**src/rtl/mem_ctrl_defs_pkg.sv**
```systemverilog
// Shared memory-control encodings: load/store funct3 values and the MEM-stage FSM states.
// The EX-stage decoder imports this same package so both stages agree on widths.
package mem_ctrl_defs;

   localparam logic [2:0] MEM_B  = 3'b000;
   localparam logic [2:0] MEM_H  = 3'b001;
   localparam logic [2:0] MEM_W  = 3'b010;
   localparam logic [2:0] MEM_BU = 3'b100;
   localparam logic [2:0] MEM_HU = 3'b101;

   typedef enum logic [1:0] {
      ST_IDLE = 2'd0,
      ST_REQ  = 2'd1,
      ST_WAIT = 2'd2,
      ST_DONE = 2'd3
   } mem_state_t;

   // Halfwords need an even address and words need a 4-byte-aligned address.
   function automatic logic is_misaligned(input logic [2:0] funct3, input logic [1:0] off);
      logic r_mis;
      r_mis = 1'b0;
      case (funct3)
         MEM_H, MEM_HU: r_mis = off[0];
         MEM_W:         r_mis = (off != 2'b00);
         default:       r_mis = 1'b0;
      endcase
      return r_mis;
   endfunction

endpackage

```
**src/rtl/mem_access_unit_align.sv**
```systemverilog
// Data-path alignment: store lane replication and byte enables, plus load
// byte/halfword extraction with sign or zero extension.
module mem_align
   import mem_ctrl_defs::*;
(
   input  logic        st_we_i,
   input  logic [2:0]  st_funct3_i,
   input  logic [1:0]  st_off_i,
   input  logic [31:0] st_data_i,
   output logic [31:0] st_wdata_o,
   output logic [3:0]  st_be_o,
   input  logic [2:0]  ld_funct3_i,
   input  logic [1:0]  ld_off_i,
   input  logic [31:0] ld_rdata_i,
   output logic [31:0] ld_data_o
);

   logic [7:0]  w_byte;
   logic [15:0] w_half;

   assign w_byte = ld_rdata_i[{ld_off_i, 3'b000} +: 8];
   assign w_half = ld_off_i[1] ? ld_rdata_i[31:16] : ld_rdata_i[15:0];

   // NOTE: every output gets a default first so no path through the case infers a latch.
   always_comb begin
      st_wdata_o = st_data_i;
      st_be_o    = 4'b1111;
      if (st_we_i) begin
         case (st_funct3_i[1:0])
            2'b00: begin
               st_wdata_o = {4{st_data_i[7:0]}};
               st_be_o    = 4'b0001 << st_off_i;
            end
            2'b01: begin
               st_wdata_o = {2{st_data_i[15:0]}};
               st_be_o    = 4'b0011 << st_off_i;
            end
            default: begin
               st_wdata_o = st_data_i;
               st_be_o    = 4'b1111;
            end
         endcase
      end
   end

   always_comb begin
      ld_data_o = ld_rdata_i;
      case (ld_funct3_i)
         MEM_B:   ld_data_o = {{24{w_byte[7]}}, w_byte};
         MEM_BU:  ld_data_o = {24'h0, w_byte};
         MEM_H:   ld_data_o = {{16{w_half[15]}}, w_half};
         MEM_HU:  ld_data_o = {16'h0, w_half};
         default: ld_data_o = ld_rdata_i;
      endcase
   end

endmodule

```
**src/rtl/mem_access_unit.sv**
```systemverilog
// MEM-stage load/store unit: drives a req/gnt/rvalid data bus, stalls the pipeline
// while an access is outstanding and reports misaligned accesses and bus timeouts.
module mem_access_unit
   import mem_ctrl_defs::*;
#(
   parameter int TIMEOUT_CYCLES = 256,
   parameter int ADDR_W         = 32
) (
   input  logic              clk,
   input  logic              rst_n,
   input  logic              pc_valid_i,
   input  logic [31:0]       addr_i,
   input  logic [31:0]       wdata_i,
   input  logic              mem_wr_en_i,
   input  logic              mem_rd_en_i,
   input  logic [3:0]        mem_ctrl_i,
   input  logic              advance_i,
   input  logic              flush_i,
   output logic              dmem_req_o,
   output logic              dmem_we_o,
   output logic [ADDR_W-1:0] dmem_addr_o,
   output logic [3:0]        dmem_be_o,
   output logic [31:0]       dmem_wdata_o,
   input  logic              dmem_gnt_i,
   input  logic              dmem_rvalid_i,
   input  logic [31:0]       dmem_rdata_i,
   output logic [31:0]       load_data_o,
   output logic              stall_o,
   output logic              misalign_o,
   output logic [31:0]       misalign_addr_o,
   output logic              bus_err_o
);

   localparam int CNT_W = (TIMEOUT_CYCLES > 1) ? $clog2(TIMEOUT_CYCLES) : 1;
   localparam logic [CNT_W-1:0] CNT_LAST = CNT_W'((TIMEOUT_CYCLES > 0) ? TIMEOUT_CYCLES - 1 : 0);

   mem_state_t        r_state, w_next_state;
   logic [CNT_W-1:0]  r_cnt;
   logic              r_we;
   logic [2:0]        r_funct3;
   logic [1:0]        r_off;
   logic [ADDR_W-1:0] r_addr;
   logic [3:0]        r_be;
   logic [31:0]       r_wdata;
   logic [31:0]       r_load_data;
   logic              r_misalign;
   logic [31:0]       r_misalign_addr;
   logic              r_bus_err;

   logic        w_access, w_misaligned, w_start, w_busy;
   logic        w_resp, w_drop, w_timeout, w_tmo_fire;
   logic [31:0] w_st_wdata, w_ld_data;
   logic [3:0]  w_st_be;

   assign w_access     = pc_valid_i & (mem_rd_en_i | mem_wr_en_i) & ~flush_i;
   assign w_misaligned = is_misaligned(mem_ctrl_i[2:0], addr_i[1:0]);
   assign w_start      = w_access & ~w_misaligned;
   assign w_busy       = (r_state == ST_REQ) || (r_state == ST_WAIT);
   assign w_resp       = ((r_state == ST_REQ) & dmem_gnt_i & dmem_rvalid_i) |
                         ((r_state == ST_WAIT) & dmem_rvalid_i);
   assign w_drop       = (r_state == ST_REQ) & flush_i & ~dmem_gnt_i;
   assign w_timeout    = (TIMEOUT_CYCLES != 0) && w_busy && (r_cnt == CNT_LAST);
   assign w_tmo_fire   = w_timeout & ~w_resp & ~w_drop;

   mem_align u_align (
      .st_we_i     (mem_wr_en_i),
      .st_funct3_i (mem_ctrl_i[2:0]),
      .st_off_i    (addr_i[1:0]),
      .st_data_i   (wdata_i),
      .st_wdata_o  (w_st_wdata),
      .st_be_o     (w_st_be),
      .ld_funct3_i (r_funct3),
      .ld_off_i    (r_off),
      .ld_rdata_i  (dmem_rdata_i),
      .ld_data_o   (w_ld_data)
   );

   // NOTE: sequential state uses non-blocking assignments so every flop samples pre-edge values.
   always_ff @(posedge clk or negedge rst_n) begin
      if (!rst_n) r_state <= ST_IDLE;
      else        r_state <= w_next_state;
   end

   always_comb begin
      w_next_state = r_state;
      case (r_state)
         ST_IDLE: if (w_start) w_next_state = ST_REQ;
         ST_REQ: begin
            if (w_drop)                              w_next_state = ST_IDLE;
            else if (dmem_gnt_i && dmem_rvalid_i)    w_next_state = ST_DONE;
            else if (w_timeout)                      w_next_state = ST_DONE;
            else if (dmem_gnt_i)                     w_next_state = ST_WAIT;
         end
         ST_WAIT: if (dmem_rvalid_i || w_timeout) w_next_state = ST_DONE;
         ST_DONE: if (advance_i) w_next_state = ST_IDLE;
         default: w_next_state = ST_IDLE;
      endcase
   end

   always_comb begin
      dmem_req_o = (r_state == ST_REQ);
      dmem_we_o  = r_we & (r_state == ST_REQ);
      case (r_state)
         ST_IDLE:         stall_o = w_start;
         ST_REQ, ST_WAIT: stall_o = 1'b1;
         default:         stall_o = 1'b0;
      endcase
   end

   always_ff @(posedge clk or negedge rst_n) begin
      if (!rst_n) begin
         r_cnt           <= '0;
         r_we            <= 1'b0;
         r_funct3        <= 3'b000;
         r_off           <= 2'b00;
         r_addr          <= '0;
         r_be            <= 4'b0000;
         r_wdata         <= 32'h0;
         r_load_data     <= 32'h0;
         r_misalign      <= 1'b0;
         r_misalign_addr <= 32'h0;
         r_bus_err       <= 1'b0;
      end else begin
         r_cnt      <= w_busy ? r_cnt + 1'b1 : '0;
         r_misalign <= (r_state == ST_IDLE) & w_access & w_misaligned;
         r_bus_err  <= w_tmo_fire;
         if ((r_state == ST_IDLE) && w_access && w_misaligned)
            r_misalign_addr <= addr_i;
         // Request fields are frozen at issue so they stay stable until granted.
         if ((r_state == ST_IDLE) && w_start) begin
            r_we     <= mem_wr_en_i;
            r_funct3 <= mem_ctrl_i[2:0];
            r_off    <= addr_i[1:0];
            r_addr   <= {addr_i[ADDR_W-1:2], 2'b00};
            r_be     <= w_st_be;
            r_wdata  <= w_st_wdata;
         end
         if (w_resp && !r_we)
            r_load_data <= w_ld_data;
         else if (w_tmo_fire)
            r_load_data <= 32'h0;
      end
   end

   assign dmem_addr_o     = r_addr;
   assign dmem_be_o       = r_be;
   assign dmem_wdata_o    = r_wdata;
   assign load_data_o     = r_load_data;
   assign misalign_o      = r_misalign;
   assign misalign_addr_o = r_misalign_addr;
   assign bus_err_o       = r_bus_err;

endmodule

```
**config.mk**
```make
export PLATFORM = sky130hd
export DESIGN_NAME = mem_access_unit
export DESIGN_NICKNAME = d
export VERILOG_FILES = /design/src/rtl/mem_ctrl_defs_pkg.sv /design/src/rtl/mem_access_unit_align.sv /design/src/rtl/mem_access_unit.sv
export SDC_FILE = /design/constraint.sdc
export NUM_CORES = 1
export LEC_CHECK = 0
export CELL_PAD_IN_SITES_DETAIL_PLACEMENT = 0
export CELL_PAD_IN_SITES_GLOBAL_PLACEMENT = 1
export CORE_MARGIN = 4
export CORE_UTILIZATION = 36
export CTS_CLUSTER_DIAMETER = 80
export CTS_CLUSTER_SIZE = 24
export DETAILED_ROUTE_END_ITERATION = 10
export GPL_TIMING_DRIVEN = 0
export PLACE_DENSITY_LB_ADDON = 0.1
export SYNTH_ARGS = -nofsm -noshare
export SYNTH_HDL_FRONTEND = slang
export SYNTH_SLANG_ARGS = --single-unit
```
**constraint.sdc**
```tcl
create_clock -name clk -period 3.6 [get_ports clk]
set_input_delay 0.72 -clock clk [delete_from_list [all_inputs] [get_ports clk]]
set_output_delay 0.72 -clock clk [all_outputs]
set_load 0.1 [all_outputs]
```
; ---- Word-level counts from Yosys, hierarchy flattened
; Index checks and enable logic that the tools add are counted.
[word_totals]
latch_bits = 0
memories = 0
output_inout_bits = 137
ram_bits = 0
rom_bits = 0
reg_bits = 148
[op_classes]
n_reduce_logical = 17
bitwise_logic = 20
div_mod_pow = 0
n_mul = 0
n_eq_ne = 15
magnitude_cmp = 0
shifts = 3
add_sub_neg = 1
muxes = 19
[ops]
columns = cell, n
row1 = $pmux W32 S4, 1
row2 = $mux W32, 3
row3 = $pmux W32 S2, 1
row4 = $shiftx A32 B6 Y8, 1
row5 = $mux W16, 1
row6 = $mux W2, 7
row7 = $and A1 B1 Y1, 13
row8 = $eq A3 B3 Y1 const B, 3
row9 = $add A8 B1 Y8 const B, 1
row10 = $eq A8 B8 Y1 const B, 1
row11 = $mux W8, 1
row12 = $pmux W2 S4, 1
row13 = $pmux W4 S2, 1
row14 = $eq A3 B1 Y1 const B, 2
row15 = $logic_and A1 B1 Y1, 6
row16 = $ne A5 B1 Y1 const B, 1
row17 = $not A1 Y1, 5
row18 = $eq A2 B1 Y1 const B, 2
row19 = $eq A2 B2 Y1 const B, 2
row20 = $logic_not A2 Y1, 2
row21 = $mux W4, 1
row22 = $ne A2 B2 Y1 const B, 2
row23 = $pmux W1 S2, 2
row24 = $reduce_and A4 Y1, 1
row25 = other kinds (10), 14

; ---- Logic depth before layout (Yosys ltp)
[depth]
word_depth = 9
depth_mapped = 9
mapped_depth_nobuf = 7

; ---- Modules after synthesis
; A second synthesis with hierarchy kept.
[unflattened]
hier_cells = 642
area_unflattened_um2 = 7114.3
[modules_own_cells]
columns = module, area_per_inst_um2, cells_per_inst, instances
row1 = mem_access_unit, 5949.5, 435, 1
row2 = mem_align, 1164.9, 207, 1

; ---- Least setup slack after synthesis
; No wires, ideal clock.
[synth_timing]
path_type = input -> output
from = in addr_i[0]
to = out stall_o
t_arrival_ns = 2.790
n_path_buf = 1
setup_slack_ns = 0.090
stages = 6
path_cell_list = nor2_2 -> o41ai_4 -> nor3_2 -> clkbuf_1 -> nor2_1 -> nor2_1
[synth_between]
elab_chain_cells = 5
[synth_lines]
columns = element, line
row1 = start: declaration, mem_access_unit.sv:12  ; input logic [31:0] addr_i,
row2 = $reduce_bool A2 Y1, mem_ctrl_defs_pkg.sv:24  ; MEM_W: r_mis = (off != 2'b00);
row3 = $pmux W1 S2 *, mem_ctrl_defs_pkg.sv:22  ; case (funct3)
row4 = $not A1 Y1 *, mem_access_unit.sv:57  ; assign w_start = w_access & ~w_misaligned;
row5 = $and A1 B1 Y1 *, mem_access_unit.sv:57
row6 = $pmux W1 S2 *, mem_access_unit.sv:103  ; case (r_state)
row7 = end: declaration, mem_access_unit.sv:28  ; output logic stall_o,
; Every way passes the cells marked *; elsewhere a longest branch is shown, timed or not.

; ---- Worst setup path after layout
; Same ends and word-level chain as after synthesis.

==> impl_metrics.toml <==
[worst_setup_path]
crit_type = "in -> out"
cp-endpoint = "stall_o"
critical_path.max_fanout = 10
startpoint = "addr_i[0]"
worstSetupEndpointType = "primary output"
regToRegSetupSlack_ns = 1.18
cp.arrival_ns = 2.67
reg2reg_depth = 7
r2r-end = "load_data_o[23]"
cp-start-kind = "primary input"
required_ns = 2.88

[final_layout]
seqCellArea_um2 = 3704
drive_gt1_share_pct = 10.78
syn_to_final_growth_pct = 49.36
multi_input_area_um2 = 2844
fill_cells = 1588
antenna_cells = 0
layout.nets = 1030

[grt]
grt_overflow = 0
antenna_found_initial = 0
grt_pass1_wl_um = 34310
grt_max_degree = 96
grtUsageTotal_pct = 20.20
grt_pass1_vias = 6231

[yosys]
yosys.area.top_type = "dfrtp_1"
synthFlopType = "dfrtp_1"
synth_area_leaders = "dfrtp_1 (55%), nand2_1 (11%), mux2_2 (4.8%), o21ai_0 (3.5%), mux2i_1 (3.0%)"
synth_common_cells = "nand2_1 (190), dfrtp_1 (148), o21ai_0 (47)"
seq_area_frac_synth_pct = 54.82
async_flop_share_pct = 100.0
syn_inst = 652
synth.distinct_cells = 47
synth_area_um2 = 6755
ys_ff_latch = 148
syn_area_per_cell_um2 = 10.36
synth_edf_count = 0
yosysTopAreaCellShare_pct = 54.82
synth.most_common_cell = "nand2_1"
yosysWarnings = 0

[place]
io_buffers = 242
dp_hpwl_um = 15840
place_congestion = 0.8777

[routing]
drt-initial-drc-count = 205
routed_wl_um = 20870
num_vias = 5736
postRouteAntennaNets = 0
drcViolationCount = 0
dr.pass1.iters = 4
avgRoutedWirePerCell_um = 18.04
vias_per_cell = 4.958

[sta]
skew_ns = 0.009687
slew_viol_final = 0
period_share_pct = 94.29
hold_viol = 0
setup-violations-final = 0
slew_headroom_pct = 29.86
fin_crit_ns = 3.394
rsz0062_at_grt = "false"
whs_ns = 0.2402
finalSetupTns_ns = 0
max_freq_mhz = 294.6
worstMarginPinSlew_ns = 1.049

[clock_network]
cts_max_level = 4
clk_path_buf_depth = 2
clock_sinks = 148
cts_tree = "done"
cts_buffers = 17
cts_hold_repair.buffers = 0
clk_latency_ns = 0.42
cts_setup_buffers = 0
clk_pin_slew_worst_paths_ns = 0.07
root_buffer = "clkbuf_16"

[floorplan]
ios = 246
die_w_um = 145.0
dieHeight_um = 145.0
dieArea_um2 = 21020
num_rows = 49
coreArea_um2 = 18210
start_util_pct = 37.10

[worst_hold_path]
min_path_type = "in -> async"

[run]
cap_violations = 0

[status]
outcome = "finished, final reports clean"
[area by class of cell]
cell class	instances	area share, %
well taps	229	2.840
multi-input cells	459	28.19
inverters	7	0.2604
repair buffers	243	24.27
clock inverters	15	1.587
plain buffers	39	1.935
flip-flops and latches	148	36.71
clock buffers	17	4.216
[critical path: stages]
cell             delay (ns)
clkdlybuf4s50_1        0.59
nor2_2                 0.25
o41ai_4                0.11
nor3_4                 0.25
clkbuf_4               0.27
nor2_1                 0.05
nor2_1                 0.12
buf_4                  0.31
[per-layer routing]
metal  part of all wire (%)  up-vias  global-route usage [%]
met5                      0        -                       0
met4                    1.1        0                   4.371
met3                    8.0       15                   7.733
met2                     49      186                   34.01
met1                     42     2798                   24.88
li1                       -     2737                       -
[logic make-up after synthesis]
family	Yosys count	share of synthesized area [%]
buf+inv	46	3.223
compound gates	102	10.39
other cells	1	0.05551
simple gates	280	18.60
fa+ha+maj	6	1.111
xor+xnor	6	0.7779
mux	63	11.02
flops	148	54.82
[repair_timing]
action / 4_1_cts / 5_1_grt
setup endpoints to repair: 1 / 1
gates cloned: 0 / 0
pin swaps: 0 / 0
endpoints found under the hold margin: 0 / 0
gates resized for setup: 7 / 3
[worst min path at each step]
stage	startpoint	to	slack [ns]	cells past startpoint
6_report	rst_n	load_data_o[26]	0.24	1
5_1_grt	rst_n	load_data_o[26]	0.28	1
4_1_cts	rst_n	load_data_o[29]	0.26	1
3_5_place_dp	dmem_addr_o[10]	dmem_addr_o[10]	0.46	2
3_3_place_gp	dmem_addr_o[28]	dmem_addr_o[28]	0.46	2
2_1_floorplan	rst_n	asynchronous set/reset pin	0.42	0
[metrics by stage]
step	setup slack, ns	utilization (%)	cell area [um^2]	cells
2_1_floorplan	0.09034	-	6759	653
3_3_place_gp	-4.194	52.00	9468	1124
3_5_place_dp	-0.9467	52.15	9497	1125
4_1_cts	0.05119	55.36	10080	1157
5_1_grt	0.01386	55.41	10090	1157
6_report	0.2057	55.41	10090	1157
[flip-flops by register name (all words and copies together), names as in the netlist, 2 cells and up, named ones only]
| name | cells |
|---|---|
| r_funct3 | 3 |
| misalign_addr_o | 32 |
| dmem_addr_o | 30 |
| r_off | 2 |
| r_cnt | 8 |
| dmem_wdata_o | 32 |
| load_data_o | 32 |
| dmem_be_o | 4 |
[cells in the final DEF, fill, tap and decap left out, types with 17 or more instances in the layout]
cell and instances:
clkbuf_16 17, nor2_1 21, clkdlybuf4s50_1 240, nor2b_1 24, mux2i_1 20, o21ai_0 47, clkbuf_1 20, nand2_1 190
o2bb2ai_1 22, mux2_2 29, dfrtp_1 148
Power is not shown: default switching activity piles up to over one toggle a cycle in this logic, so the estimate is an artifact.
